--- src/rtl/elevator_pkg.sv ---
// Shared types for the SCAN elevator controller: FSM state encoding and
// direction constants.
package elevator_pkg;

  typedef enum logic [1:0] {
    IDLE = 2'd0,
    MOVE = 2'd1,
    DOOR = 2'd2
  } state_t;

  localparam logic DIR_UP   = 1'b1;
  localparam logic DIR_DOWN = 1'b0;

endpackage

--- src/rtl/elevator_tick_timer.sv ---
// Counts enable ticks up to LIMIT-1; done pulses on the last tick and the
// count wraps to zero. clear forces the count back to zero.
module elevator_tick_timer #(
  parameter int LIMIT = 4
) (
  input  logic clk,
  input  logic rst,
  input  logic en,
  input  logic clear,
  output logic done
);

  localparam int CW = (LIMIT > 1) ? $clog2(LIMIT) : 1;
  localparam logic [CW-1:0] LAST = CW'(LIMIT - 1);

  logic [CW-1:0] count;

  assign done = en && !clear && (count == LAST);

  always_ff @(posedge clk) begin
    if (rst || clear) begin
      count <= '0;
    end else if (en) begin
      count <= done ? '0 : count + 1'b1;
    end
  end

endmodule

--- src/rtl/elevator_scan_controller.sv ---
// Single-car SCAN elevator: latches calls, tracks half-floor position and
// serves floors in the current sweep direction before reversing.
module elevator_scan_controller
  import elevator_pkg::*;
#(
  parameter int NUM_FLOORS   = 6,
  parameter int TRAVEL_TICKS = 60,
  parameter int DWELL_TICKS  = 5,
  localparam int POS_W       = $clog2(2 * NUM_FLOORS - 1)
) (
  input  logic                  clk,
  input  logic                  rst,
  input  logic                  en,
  input  logic [NUM_FLOORS-1:0] call_req,
  output logic [NUM_FLOORS-1:0] pending,
  output logic [POS_W-1:0]      position,
  output logic                  direction,
  output logic                  moving,
  output logic                  door_open,
  output logic                  served,
  output logic [POS_W-2:0]      served_floor
);

  localparam logic [POS_W-1:0] MAX_POS = POS_W'(2 * (NUM_FLOORS - 1));

  state_t                  state, state_next;
  logic [NUM_FLOORS-1:0]   pending_next, clear_mask;
  logic [POS_W-1:0]        position_next, step_pos;
  logic                    direction_next;
  logic                    enter_door;
  logic [POS_W-2:0]        door_floor;
  logic                    travel_done, dwell_done, door_recall;

  // Per-floor masks relative to the current position and to the position
  // one half-step ahead in the travel direction.
  logic [NUM_FLOORS-1:0] above_cur, below_cur, at_cur;
  logic [NUM_FLOORS-1:0] above_step, below_step, at_step;
  logic                  ahead_cur, behind_cur, ahead_step, behind_step;

  assign step_pos = (direction == DIR_UP) ? position + 1'b1 : position - 1'b1;

  for (genvar gi = 0; gi < NUM_FLOORS; gi++) begin : g_floor
    localparam logic [POS_W-1:0] FLOOR_POS = POS_W'(2 * gi);
    assign above_cur[gi]  = FLOOR_POS > position;
    assign below_cur[gi]  = FLOOR_POS < position;
    assign at_cur[gi]     = FLOOR_POS == position;
    assign above_step[gi] = FLOOR_POS > step_pos;
    assign below_step[gi] = FLOOR_POS < step_pos;
    assign at_step[gi]    = FLOOR_POS == step_pos;
  end

  assign ahead_cur   = (direction == DIR_UP) ? |(pending & above_cur)  : |(pending & below_cur);
  assign behind_cur  = (direction == DIR_UP) ? |(pending & below_cur)  : |(pending & above_cur);
  assign ahead_step  = (direction == DIR_UP) ? |(pending & above_step) : |(pending & below_step);
  assign behind_step = (direction == DIR_UP) ? |(pending & below_step) : |(pending & above_step);

  // A new call for the floor whose door is open keeps the door open longer.
  assign door_recall = (state == DOOR) && |(call_req & at_cur);

  elevator_tick_timer #(.LIMIT(TRAVEL_TICKS)) u_travel (
    .clk   (clk),
    .rst   (rst),
    .en    (en && (state == MOVE)),
    .clear (state != MOVE),
    .done  (travel_done)
  );

  elevator_tick_timer #(.LIMIT(DWELL_TICKS)) u_dwell (
    .clk   (clk),
    .rst   (rst),
    .en    (en && (state == DOOR)),
    .clear ((state != DOOR) || door_recall),
    .done  (dwell_done)
  );

  always_comb begin
    state_next     = state;
    direction_next = direction;
    position_next  = position;
    clear_mask     = '0;
    enter_door     = 1'b0;
    door_floor     = position[POS_W-1:1];
    unique case (state)
      IDLE: begin
        if (en) begin
          if (|(pending & at_cur)) begin
            state_next = DOOR;
            enter_door = 1'b1;
            clear_mask = at_cur;
          end else if (ahead_cur) begin
            state_next = MOVE;
          end else if (behind_cur) begin
            direction_next = ~direction;
            state_next     = MOVE;
          end
        end
      end
      MOVE: begin
        if (travel_done) begin
          position_next = step_pos;
          if (!step_pos[0]) begin
            if (|(pending & at_step)) begin
              state_next = DOOR;
              enter_door = 1'b1;
              clear_mask = at_step;
              door_floor = step_pos[POS_W-1:1];
            end else if (!ahead_step) begin
              if (behind_step) direction_next = ~direction;
              else             state_next     = IDLE;
            end
          end
        end
      end
      DOOR: begin
        clear_mask = at_cur;
        if (!door_recall && dwell_done) state_next = IDLE;
      end
      default: state_next = IDLE;
    endcase
    pending_next = (pending | call_req) & ~clear_mask;
  end

  always_ff @(posedge clk) begin
    if (rst) begin
      state        <= IDLE;
      pending      <= '0;
      position     <= '0;
      direction    <= DIR_UP;
      moving       <= 1'b0;
      door_open    <= 1'b0;
      served       <= 1'b0;
      served_floor <= '0;
    end else begin
      state     <= state_next;
      pending   <= pending_next;
      position  <= position_next;
      direction <= direction_next;
      moving    <= (state_next == MOVE);
      door_open <= (state_next == DOOR);
      served    <= enter_door;
      if (enter_door) served_floor <= door_floor;
    end
  end

`ifndef SYNTHESIS
  step_in_range: assert property (@(posedge clk) disable iff (rst)
    travel_done |-> ((direction == DIR_UP) ? (position != MAX_POS) : (position != '0)));
`endif

endmodule

--- config.mk ---
export PLATFORM = sky130hd
export DESIGN_NAME = elevator_scan_controller
export DESIGN_NICKNAME = d
export VERILOG_FILES = /design/src/rtl/elevator_pkg.sv /design/src/rtl/elevator_tick_timer.sv /design/src/rtl/elevator_scan_controller.sv
export SDC_FILE = /design/constraint.sdc
export NUM_CORES = 1
export LEC_CHECK = 0
export ABC_AREA = 1
export CAP_MARGIN = 30
export CORE_UTILIZATION = 26
export CTS_CLUSTER_DIAMETER = 80
export CTS_CLUSTER_SIZE = 30
export DETAILED_ROUTE_END_ITERATION = 8
export SYNTH_ARGS = -nofsm -noshare
export SYNTH_HDL_FRONTEND = slang
export SYNTH_SLANG_ARGS = --single-unit
--- constraint.sdc ---
create_clock -name clk -period 3 [get_ports clk]
set_input_delay 0.3 -clock clk [delete_from_list [all_inputs] [get_ports clk]]
set_output_delay 0.3 -clock clk [all_outputs]
set_load 0.03 [all_outputs]
==> metrics.md <==
| Metric | Value |
|---|---|
| Number of filler instances in the final layout | roughly 840 |
| Crit Path Max Fanout | 13 |
| Worst vdd ir | ~0.25 mV |
| Synth async-reset ratio | 0% |
| Placeable core region | 7370 µm² |
| Number of maximum-capacitance constraint violations | 0 |
| Mapped Cells | roughly 320 |
| Total CTS buffers | 3 |
| Final setup violation count | 0 |
| Initial antenna violation count | 0 |
| Kind of start point of the critical path | flip-flop |
| Number of DRC markers in iteration 0 | 100 |
| Die height | 90.0 µm |
| Horizontal extent of the die | 90.0 µm |
| Total global routing overflow | 0 |
| Data required, critical path | 3210 ps |
| All-Layer GR Usage | approximately 14% |
| Power density normalized to cell area | 362 nW/µm² |
| Maximum number of buffers from clock root to sink | 2 |
| Final net count | between 300 and 400 |
| Critical setup path kind | reg2reg |
| Vias | 2079 |
| CTS tree | done |
| Htree depth | 1 |
| Initial core utilization | a little over a quarter |
| RSZ-0062 raised after global routing | false |
| Critical path arrival | 2850 ps |
| Worst path most repeated cell | sky130_fd_sc_hd__nand2_1 |
| Fin crit share | around 90% |
| Ratio of routed vias to standard cells | roughly 4.7 |
| Final Critical Period | 2640 ps |
| Top-level I/O count | 26 |
| Gates resized, CTS repair | 0 |
| Area added between synthesis and finish | 20.6% |
| Root cell of the clock tree | sky130_fd_sc_hd__clkbuf_8 |
| Port Buffers | 25 |
| Clock net sink count | 28 |
| Tightest Pin Transition | 507 ps |
| Sequence of cells on the critical path | inv_2 -> ha_1 -> inv_2 -> nand2_1 -> nand2_1 -> nand2_1 -> nand2_4 -> nand2_1 -> nor2_1 -> nand2_1 -> nand2_1 -> nor2_1 -> nand2_2 -> nand3_4 -> nand2_2 -> o21ai_0 -> a21oi_2 |
| Worst max-slew margin expressed relative to the limit | about two thirds |
| Setup bufs post-CTS | 0 |
| Post-synthesis instance area | 2010 µm² |
| Number of pins with negative max-slew slack in the final report | 0 |
| Final setup slack of the worst path | between 300 and 400 ps |
| DIE AREA | 8090 µm² |
| Seq cells post-synth | 28 |
| Setup clock skew after layout | 4.75 ps |
| Via count of the first global-routing pass | 1948 |
| Number of unique standard cell types used by synthesis | 38 |
| Endpoints failing hold | 0 |
| Worst min path class | reg2reg |
| Register clock-pin slew on the reported worst setup and hold paths | 100 ps |
| Critical path capture point type | flip-flop |
| Fraction of layout instances using a drive strength above 1 | under 10% |
| Hold_buf cts | 0 |
| Ys flop type | sky130_fd_sc_hd__dfxtp_1 |
| Average wire per standard cell | 12.2 µm |
| Drt pass-1 iters | 4 |
| Weighted congestion reported at the end of routability-driven placement | roughly 0.9 |
| Count of yosys warnings during synthesis | 0 |
| Sequential fraction of the synthesis area | about 28% |
| Peak per-stage delay on the critical path | between 400 and 500 ps |
| Final wirelength | 5410 µm |
| Pin count of the biggest net entering global routing | 19 |
| Standby leakage power | 1.06 nW |
| First-pass GRT wire length | 9020 µm |
| Crit-path slowest cell | sky130_fd_sc_hd__dfxtp_1 |
| Post-route ant nets | 0 |
| Dpl ws | roughly 400 ps |
| Later-pin clock latency in the skew report | roughly 280 ps |
| DRC violation count after routing | 0 |
| Post-route setup TNS | 0 ps |
| Number of enable-type register cells in the synthesized netlist | 0 |
| Fin Hold WS | 497 ps |
| Result of the run | complete, no violations |
| Number of antenna repair diodes | 0 |
| Post-detail-place hpwl | 4250 µm |
| Mean instance size in the synthesized netlist | 6.31 µm² |
| Number of placement rows | 31 |
| Post-Synthesis Net Count | 337 |
| Fmax | 379 MHz |
==> cells in the mapped netlist (2+ instances only) <==
cell type                  instances  area share, %
sky130_fd_sc_hd__o21ai_2           2           0.87
sky130_fd_sc_hd__inv_2             6            1.1
sky130_fd_sc_hd__nor2_1           46            8.6
sky130_fd_sc_hd__inv_1            40            7.5
sky130_fd_sc_hd__nand2_4           2            1.1
sky130_fd_sc_hd__nand2_2           8            2.5
sky130_fd_sc_hd__a21oi_2           2           0.87
sky130_fd_sc_hd__nand3_1          22            5.5
sky130_fd_sc_hd__nor3b_1           2           0.75
sky130_fd_sc_hd__o22ai_1          10            3.1
sky130_fd_sc_hd__o21bai_1          2           0.75
sky130_fd_sc_hd__nand2_1          81             15
sky130_fd_sc_hd__nand4_1           4            1.2
sky130_fd_sc_hd__ha_1              8            5.0
sky130_fd_sc_hd__o21ai_1           3           0.75
sky130_fd_sc_hd__dfxtp_1          28             28
sky130_fd_sc_hd__nor3_1            2           0.50
sky130_fd_sc_hd__a21oi_1          13            3.2
sky130_fd_sc_hd__o211ai_1          2           0.75
sky130_fd_sc_hd__nor2_2            2           0.62
sky130_fd_sc_hd__o31ai_1           2           0.75
sky130_fd_sc_hd__o21ai_0          16            4.0
==> state kept, by name, indices dropped and copies added, names as in the netlist <==
register        flops
door_open           1
position            4
direction           1
state               2
pending             6
served              1
u_travel.count      6
u_dwell.count       3
moving              1
served_floor        3
==> final cells by class <==
cell class                 count  area [µm²]  share of cell area, %
tap                           99         124                   5.11
multi-input combinational    241        1250                   51.6
timing repair buffer          26         258                   10.6
inverter                      47         178                   7.32
clock buffer                   4        55.1                   2.27
sequential                    28         561                   23.1
==> kinds of logic after synthesis <==
group	after synthesis	share of synthesized area, %
simple gates	174	38.7
compound gates	57	17.0
buf+inv	50	9.95
flops	28	27.9
fa+ha+maj	9	5.97
xor+xnor	1	0.435
==> through the flow <==
step	power, mW	cells	instance area, µm²	util [%]
final	0.878	445	2430	32.9
after global routing	0.935	445	2430	32.9
after CTS	0.890	445	2430	32.9
after detailed placement	0.648	441	2370	32.2
after global placement	0.648	441	2370	32.2
after floorplan	0.571	319	2010	-
==> cell usage in the layout, fill, tap and decap left out, types with 2 or more instances in the layout <==
master                            count
sky130_fd_sc_hd__o21ai_0             16
sky130_fd_sc_hd__o21ai_2              2
sky130_fd_sc_hd__inv_2                6
sky130_fd_sc_hd__o211ai_1             2
sky130_fd_sc_hd__nand2_4              2
sky130_fd_sc_hd__dfxtp_1             28
sky130_fd_sc_hd__nor3b_1              2
sky130_fd_sc_hd__o22ai_1             10
sky130_fd_sc_hd__nand4_1              4
sky130_fd_sc_hd__nor2_2               2
sky130_fd_sc_hd__o31ai_1              2
sky130_fd_sc_hd__clkdlybuf4s50_1     25
sky130_fd_sc_hd__nand3_1             22
sky130_fd_sc_hd__o21bai_1             2
sky130_fd_sc_hd__nand2_2              8
sky130_fd_sc_hd__nand2_1             81
sky130_fd_sc_hd__o21ai_1              3
sky130_fd_sc_hd__clkbuf_8             4
sky130_fd_sc_hd__nor3_1               2
sky130_fd_sc_hd__inv_1               40
sky130_fd_sc_hd__ha_1                 8
sky130_fd_sc_hd__nor2_1              46
sky130_fd_sc_hd__a21oi_1             13
sky130_fd_sc_hd__a21oi_2              2
==> report_power, final <==
group / internal [mW] / switching (mW)
Clock: 0.118 / 0.119
Combinational: 0.0854 / 0.146
Sequential: 0.388 / 0.0216
==> worst max-delay path: cells and delay by family (launching register included) <==
family,cells,cell delay [ps]
buffers and inverters,2,200
AOI/OAI and AO/OA,2,260
DFF,1,440
adders and majority gates,1,350
and+or+nand+nor,12,1310
==> routing by layer <==
layer | wire length [µm] | vias up | global-route usage, %
met4 | 30 | 0 | 4.03
met1 | 2680 | 928 | 18.1
met3 | 228 | 6 | 2.28
met5 | 0 | - | 0
li1 | - | 1089 | -
met2 | 2470 | 56 | 22.4
==> final timing paths <==
check                          from           endpoint  slack [ps]  cells past startpoint
setup / recovery          direction    served_floor[1]         360                     17
setup reg to reg          direction    served_floor[1]         360                     17
hold / removal    u_travel.count[1]  u_travel.count[1]         500                      2
hold reg to reg   u_travel.count[1]  u_travel.count[1]         500                      2
Power figures use the tool's default switching activity.
